$ cat src/rtl/mem_arbiter_if.sv
// mem_arbiter_if: requester-side and shared-memory signals of the memory arbiter.
// slave is the arbiter's view; master is the view of whatever surrounds it.
interface mem_arbiter_if #(
    parameter int ADDR_W = 16,
    parameter int DATA_W = 16
);
    logic              i_read;
    logic [ADDR_W-1:0] i_address;
    logic [DATA_W-1:0] i_rdata;
    logic              i_resp;
    logic              d_read;
    logic              d_write;
    logic [1:0]        d_byte_enable;
    logic [ADDR_W-1:0] d_address;
    logic [DATA_W-1:0] d_wdata;
    logic [DATA_W-1:0] d_rdata;
    logic              d_resp;
    logic              pmem_read;
    logic              pmem_write;
    logic [ADDR_W-1:0] pmem_address;
    logic [DATA_W-1:0] pmem_wdata;
    logic [1:0]        pmem_byte_enable;
    logic [DATA_W-1:0] pmem_rdata;
    logic              pmem_resp;
    logic              grant_d;

    modport slave (
        input  i_read, i_address, d_read, d_write, d_byte_enable, d_address, d_wdata,
               pmem_rdata, pmem_resp,
        output i_rdata, i_resp, d_rdata, d_resp, pmem_read, pmem_write, pmem_address,
               pmem_wdata, pmem_byte_enable, grant_d
    );

    modport master (
        output i_read, i_address, d_read, d_write, d_byte_enable, d_address, d_wdata,
               pmem_rdata, pmem_resp,
        input  i_rdata, i_resp, d_rdata, d_resp, pmem_read, pmem_write, pmem_address,
               pmem_wdata, pmem_byte_enable, grant_d
    );
endinterface

$ cat src/rtl/mem_arbiter.sv
// mem_arbiter: round-robin arbiter sharing one memory port between instruction and data sides.
// Every output is a register; the request is latched on grant and replayed until pmem_resp.
module mem_arbiter #(
    parameter int ADDR_W = 16,
    parameter int DATA_W = 16
) (
    input  logic        clk,
    input  logic        rst_n,
    mem_arbiter_if.slave bus
);
    typedef enum logic [1:0] {IDLE, BUSY, DONE} state_t;

    state_t            state_q, state_d;
    logic              last_d_q, last_d_d;
    logic              grant_d_d;
    logic              pmem_read_d, pmem_write_d;
    logic [ADDR_W-1:0] pmem_address_d;
    logic [DATA_W-1:0] pmem_wdata_d;
    logic [1:0]        pmem_be_d;
    logic              i_resp_d, d_resp_d;
    logic [DATA_W-1:0] i_rdata_d, d_rdata_d;
    logic              d_req, pick_i;

    assign d_req  = bus.d_read | bus.d_write;
    // On a tie the instruction side wins only if the data side owned the last grant.
    assign pick_i = bus.i_read & (~d_req | last_d_q);

    always_comb begin
        state_d        = state_q;
        last_d_d       = last_d_q;
        grant_d_d      = bus.grant_d;
        pmem_read_d    = bus.pmem_read;
        pmem_write_d   = bus.pmem_write;
        pmem_address_d = bus.pmem_address;
        pmem_wdata_d   = bus.pmem_wdata;
        pmem_be_d      = bus.pmem_byte_enable;
        i_resp_d       = 1'b0;
        d_resp_d       = 1'b0;
        i_rdata_d      = bus.i_rdata;
        d_rdata_d      = bus.d_rdata;
        if (state_q == IDLE && (bus.i_read || d_req)) begin
            state_d        = BUSY;
            last_d_d       = ~pick_i;
            grant_d_d      = ~pick_i;
            pmem_read_d    = pick_i | ~bus.d_write;
            pmem_write_d   = ~pick_i & bus.d_write;
            pmem_address_d = pick_i ? bus.i_address : bus.d_address;
            pmem_wdata_d   = pick_i ? '0 : bus.d_wdata;
            pmem_be_d      = pick_i ? 2'b11 : bus.d_byte_enable;
        end else if (state_q == BUSY && bus.pmem_resp) begin
            state_d      = DONE;
            pmem_read_d  = 1'b0;
            pmem_write_d = 1'b0;
            i_resp_d     = ~bus.grant_d;
            d_resp_d     = bus.grant_d;
            i_rdata_d    = (bus.pmem_read && !bus.grant_d) ? bus.pmem_rdata : bus.i_rdata;
            d_rdata_d    = (bus.pmem_read && bus.grant_d) ? bus.pmem_rdata : bus.d_rdata;
        end else if (state_q == DONE) begin
            state_d = IDLE;
        end
    end

    always_ff @(posedge clk or negedge rst_n) begin
        if (!rst_n) begin
            state_q              <= IDLE;
            last_d_q             <= 1'b1;
            bus.grant_d          <= 1'b0;
            bus.pmem_read        <= 1'b0;
            bus.pmem_write       <= 1'b0;
            bus.pmem_address     <= '0;
            bus.pmem_wdata       <= '0;
            bus.pmem_byte_enable <= 2'b00;
            bus.i_resp           <= 1'b0;
            bus.d_resp           <= 1'b0;
            bus.i_rdata          <= '0;
            bus.d_rdata          <= '0;
        end else begin
            state_q              <= state_d;
            last_d_q             <= last_d_d;
            bus.grant_d          <= grant_d_d;
            bus.pmem_read        <= pmem_read_d;
            bus.pmem_write       <= pmem_write_d;
            bus.pmem_address     <= pmem_address_d;
            bus.pmem_wdata       <= pmem_wdata_d;
            bus.pmem_byte_enable <= pmem_be_d;
            bus.i_resp           <= i_resp_d;
            bus.d_resp           <= d_resp_d;
            bus.i_rdata          <= i_rdata_d;
            bus.d_rdata          <= d_rdata_d;
        end
    end
endmodule

$ cat src/flat_wrapper.sv
// flat-port wrapper written by rule: the top's interface ports become plain ports
module mem_arbiter_flat 
#(
    parameter int ADDR_W = 16,
    parameter int DATA_W = 16
)
  (clk, rst_n, bus_i_read, bus_i_address, bus_d_read, bus_d_write, bus_d_byte_enable, bus_d_address, bus_d_wdata, bus_pmem_rdata, bus_pmem_resp, bus_i_rdata, bus_i_resp, bus_d_rdata, bus_d_resp, bus_pmem_read, bus_pmem_write, bus_pmem_address, bus_pmem_wdata, bus_pmem_byte_enable, bus_grant_d);
  mem_arbiter_if #(.ADDR_W(ADDR_W), .DATA_W(DATA_W)) bus_i ();
  input  logic clk;
  input  logic rst_n;
  input wire logic [$bits(bus_i.i_read)-1:0] bus_i_read;
  input wire logic [$bits(bus_i.i_address)-1:0] bus_i_address;
  input wire logic [$bits(bus_i.d_read)-1:0] bus_d_read;
  input wire logic [$bits(bus_i.d_write)-1:0] bus_d_write;
  input wire logic [$bits(bus_i.d_byte_enable)-1:0] bus_d_byte_enable;
  input wire logic [$bits(bus_i.d_address)-1:0] bus_d_address;
  input wire logic [$bits(bus_i.d_wdata)-1:0] bus_d_wdata;
  input wire logic [$bits(bus_i.pmem_rdata)-1:0] bus_pmem_rdata;
  input wire logic [$bits(bus_i.pmem_resp)-1:0] bus_pmem_resp;
  output wire logic [$bits(bus_i.i_rdata)-1:0] bus_i_rdata;
  output wire logic [$bits(bus_i.i_resp)-1:0] bus_i_resp;
  output wire logic [$bits(bus_i.d_rdata)-1:0] bus_d_rdata;
  output wire logic [$bits(bus_i.d_resp)-1:0] bus_d_resp;
  output wire logic [$bits(bus_i.pmem_read)-1:0] bus_pmem_read;
  output wire logic [$bits(bus_i.pmem_write)-1:0] bus_pmem_write;
  output wire logic [$bits(bus_i.pmem_address)-1:0] bus_pmem_address;
  output wire logic [$bits(bus_i.pmem_wdata)-1:0] bus_pmem_wdata;
  output wire logic [$bits(bus_i.pmem_byte_enable)-1:0] bus_pmem_byte_enable;
  output wire logic [$bits(bus_i.grant_d)-1:0] bus_grant_d;
  assign bus_i.i_read = bus_i_read;
  assign bus_i.i_address = bus_i_address;
  assign bus_i.d_read = bus_d_read;
  assign bus_i.d_write = bus_d_write;
  assign bus_i.d_byte_enable = bus_d_byte_enable;
  assign bus_i.d_address = bus_d_address;
  assign bus_i.d_wdata = bus_d_wdata;
  assign bus_i.pmem_rdata = bus_pmem_rdata;
  assign bus_i.pmem_resp = bus_pmem_resp;
  assign bus_i_rdata = bus_i.i_rdata;
  assign bus_i_resp = bus_i.i_resp;
  assign bus_d_rdata = bus_i.d_rdata;
  assign bus_d_resp = bus_i.d_resp;
  assign bus_pmem_read = bus_i.pmem_read;
  assign bus_pmem_write = bus_i.pmem_write;
  assign bus_pmem_address = bus_i.pmem_address;
  assign bus_pmem_wdata = bus_i.pmem_wdata;
  assign bus_pmem_byte_enable = bus_i.pmem_byte_enable;
  assign bus_grant_d = bus_i.grant_d;
  mem_arbiter #(.ADDR_W(ADDR_W), .DATA_W(DATA_W)) u_core (.clk(clk), .rst_n(rst_n), .bus(bus_i));
endmodule
$ cat config.mk
export PLATFORM = sky130hd
export DESIGN_NAME = mem_arbiter_flat
export DESIGN_NICKNAME = d
export VERILOG_FILES = /design/src/rtl/mem_arbiter_if.sv /design/src/rtl/mem_arbiter.sv /design/src/flat_wrapper.sv
export SDC_FILE = /design/constraint.sdc
export NUM_CORES = 1
export LEC_CHECK = 0
export CORE_ASPECT_RATIO = 1.5
export CORE_MARGIN = 2
export CORE_UTILIZATION = 25
export CTS_CLUSTER_SIZE = 20
export DETAILED_ROUTE_END_ITERATION = 8
export PLACE_DENSITY_LB_ADDON = 0.05
export SLEW_MARGIN = 5
export SYNTH_ARGS = -nofsm -noshare
export SYNTH_HDL_FRONTEND = slang
export SYNTH_SLANG_ARGS = --single-unit
$ cat constraint.sdc
create_clock -name clk -period 2.35 [get_ports clk]
set_clock_uncertainty 0.15 [all_clocks]
set_input_delay 0.47 -clock clk [delete_from_list [all_inputs] [get_ports clk]]
set_output_delay 0.47 -clock clk [all_outputs]
set_load 0.01 [all_outputs]
==> flow_summary.toml <==
[cts]
insertion_delay_ns = 0.32
holdBufCountCts = 0
htreeDepth = 3
path_clk_slew_ns = 0.06
clkSinkCount = 74
cts_buffer_depth = 2
cts_setup_buffers = 0
cts-root-buf = "clkbuf_16"
cts_tree = "built"
cts_buffers = 9
cts.repair.resized = 0

[detailed_routing]
drt-initial-drc-count = 65
wl_um = 8470
routedWlPerCell_um = 15.6
antenna_left = 0
via_count = 2464
via_per_inst = 4.55
dr.pass1.iters = 4
drc = 0

[setup_path]
reg2reg_to = "u_core.bus.d_rdata[11]$_DFFE_PN0P_"
path_buf_inv = 1
cp_max_fo = 4
arrival_ns = 1.31
r2r_slack_ns = 0.63
cp-start-kind = "register"
worst_path_max_delay_cell = "clkdlybuf4s50_1"
endpoint_kind = "output pin"
crit_family = "buffers and inverters"
critPathRequiredTime_ns = 1.73
path_cells = "clkdlybuf4s50_1"
reg2reg_depth = 4
cpPeakStageDelay_ns = 0.58
critical_path_class = "reg -> out"
regToRegStartpoint = "u_core.state_q[1]$_DFFE_PN0P_"

[sta]
fmax_ghz = 0.518
min_period_ns = 1.93
timing.final.crit_share = 0.821
fin_ws_ns = 0.420
rsz0062_at_grt = "false"
hold-worst-slack_ns = -0.00787
hold_viol = 5
setup_tns_ns = 0
slew_violations = 0
setup_viol = 0
worst_slew_pin_slew_ns = 0.600
slew_headroom = 0.600

[yosys]
synthCells = 235
yosysSeqAreaShare = 0.611
ys_ff_latch = 74
synthDistinctLibCells = 31
synth_warnings = 0
synth_top_area_share = 0.603
yosys-top-cells-area = "dfrtp_1, mux2_2, mux2_4"
synthesis.nets = 307
syn_area_per_cell_um2 = 12.9
netlist_area_um2 = 3030
synthArstFlopShare = 1.00
synth_edf_count = 0
synth_flop_cell = "dfrtp_1"
synth_top_area_cell = "dfrtp_1"

[die]
die_h_um = 139
dieArea_um2 = 13000
coreArea_um2 = 11900
std_cell_rows = 49
dieWidth_um = 93.9
io_pins = 143
start_util = 0.255

[power_and_ir_drop]
switching_share = 0.297
power_mw = 6.61
pwr-share-clk = 0.234
pwr-share-comb = 0.434
switching_power_mw = 1.96
ir_drop_uv = 427
p_leak_nw = 2.16
power_density_nw_per_um2 = 1310
power.internal_mw = 4.65
seq_power_share = 0.333

[placed_design]
pre_cts_ws_ns = 0.0821
dpl_cell_area_um2 = 4720
dpl.hpwl_um = 6150
gp_congestion = 0.687
portBuffers = 142

[finish]
drive_gt1_frac = 0.175
final_cell_mix = "clkdlybuf4s50_1, dfrtp_1, mux2_2"
antenna_cells = 0
post-route-util = 0.424
nets = 457
multiInputGateArea_um2 = 1060
fillers = 1153
syn2layout_area_growth_pct = 66.5
fin_area_um2 = 5050
final_common_cell = "clkdlybuf4s50_1"
register_area_um2 = 1850

[run_status]
violations = "hold timing"
outcome = "complete, but fails checks"

[grt]
grt_pass1_wl_um = 13600
grt_pass1_vias = 2532
grt_max_degree = 45
antenna_found_initial = 0
overflow = 0
grtUsageTotal = 0.134

[min_path]
hold_path.class = "in -> async"

[job]
cap_violations = 0
[power groups by stage]
stage                     registers, mW  clock network [mW]  logic (mW)
after CTS                          2.21                1.60        2.93
after floorplan                    2.47                   0        1.02
after global placement             2.22                   0        2.90
final                              2.20                1.54        2.87
after detailed placement           2.22                   0        2.92
after global routing               2.29                1.67        3.09
[final cells by class]
type,instances,area share
tap,153,0.0379
clock buffer,10,0.0454
sequential,74,0.367
timing repair buffer,157,0.316
clock inverter,5,0.0206
multi-input combinational,138,0.210
inverter,5,0.00372
[routing by layer]
layer | GRT usage | routed length (µm) | share of wire | vias to the layer above
met2 | 0.224 | 4340 | 0.51 | 98
met5 | 0 | 0 | 0 | -
met3 | 0.0408 | 639 | 0.075 | 7
met4 | 0.0526 | 103 | 0.012 | 0
met1 | 0.161 | 3380 | 0.40 | 1200
li1 | - | - | - | 1159
[stage by stage]
step           cells  hold WS [ns]
6_report         542      -0.00787
3_5_place_dp     527         0.340
5_1_grt          542        0.0353
2_1_floorplan    235        0.0244
4_1_cts          542        0.0175
3_3_place_gp     527         0.338
[cells in the mapped netlist (2+ instances only)]
master / count
a21oi_1: 18
a22o_1: 16
a2bb2oi_1: 2
a31oi_1: 16
and3_1: 2
buf_2: 5
clkbuf_1: 10
dfrtp_1: 73
inv_1: 4
mux2_2: 22
mux2_4: 10
nand2_1: 4
nand3_1: 16
nor2_1: 4
o21ai_0: 16
or3_1: 2
[how the worst max path moves through the flow]
stage                                         from                               endpoint  slack, ns  depth (start not counted)
finish              u_core.bus.grant_d$_DFFE_PN0P_                            bus_grant_d       0.42                          1
detailed placement                   bus_pmem_resp     u_core.bus.d_rdata[11]$_DFFE_PN0P_       0.08                          5
global route        u_core.bus.grant_d$_DFFE_PN0P_                            bus_grant_d       0.36                          1
global placement                     bus_pmem_resp      u_core.bus.d_rdata[6]$_DFFE_PN0P_       0.10                          5
floorplan                               bus_i_read  u_core.bus.pmem_wdata[10]$_DFFE_PN0P_       0.58                          5
CTS                 u_core.bus.grant_d$_DFFE_PN0P_                            bus_grant_d       0.38                          1
[logic make-up after synthesis]
group           count (synthesis)  share of synthesized area
compound gates                 74                      0.158
buf+inv                        23                     0.0396
flops                          74                      0.611
mux                            33                      0.135
simple gates                   31                     0.0565
[sequential cells by signal, indices dropped and copies added, names as in the netlist]
register	flops
u_core.state_q	2
u_core.bus.i_resp	1
u_core.last_d_q	1
u_core.bus.pmem_read	1
u_core.bus.pmem_byte_enable	2
u_core.bus.pmem_write	1
u_core.bus.pmem_address	16
u_core.bus.d_resp	1
u_core.bus.i_rdata	16
u_core.bus.grant_d	1
u_core.bus.pmem_wdata	16
u_core.bus.d_rdata	16
Power figures use the tool's default switching activity.
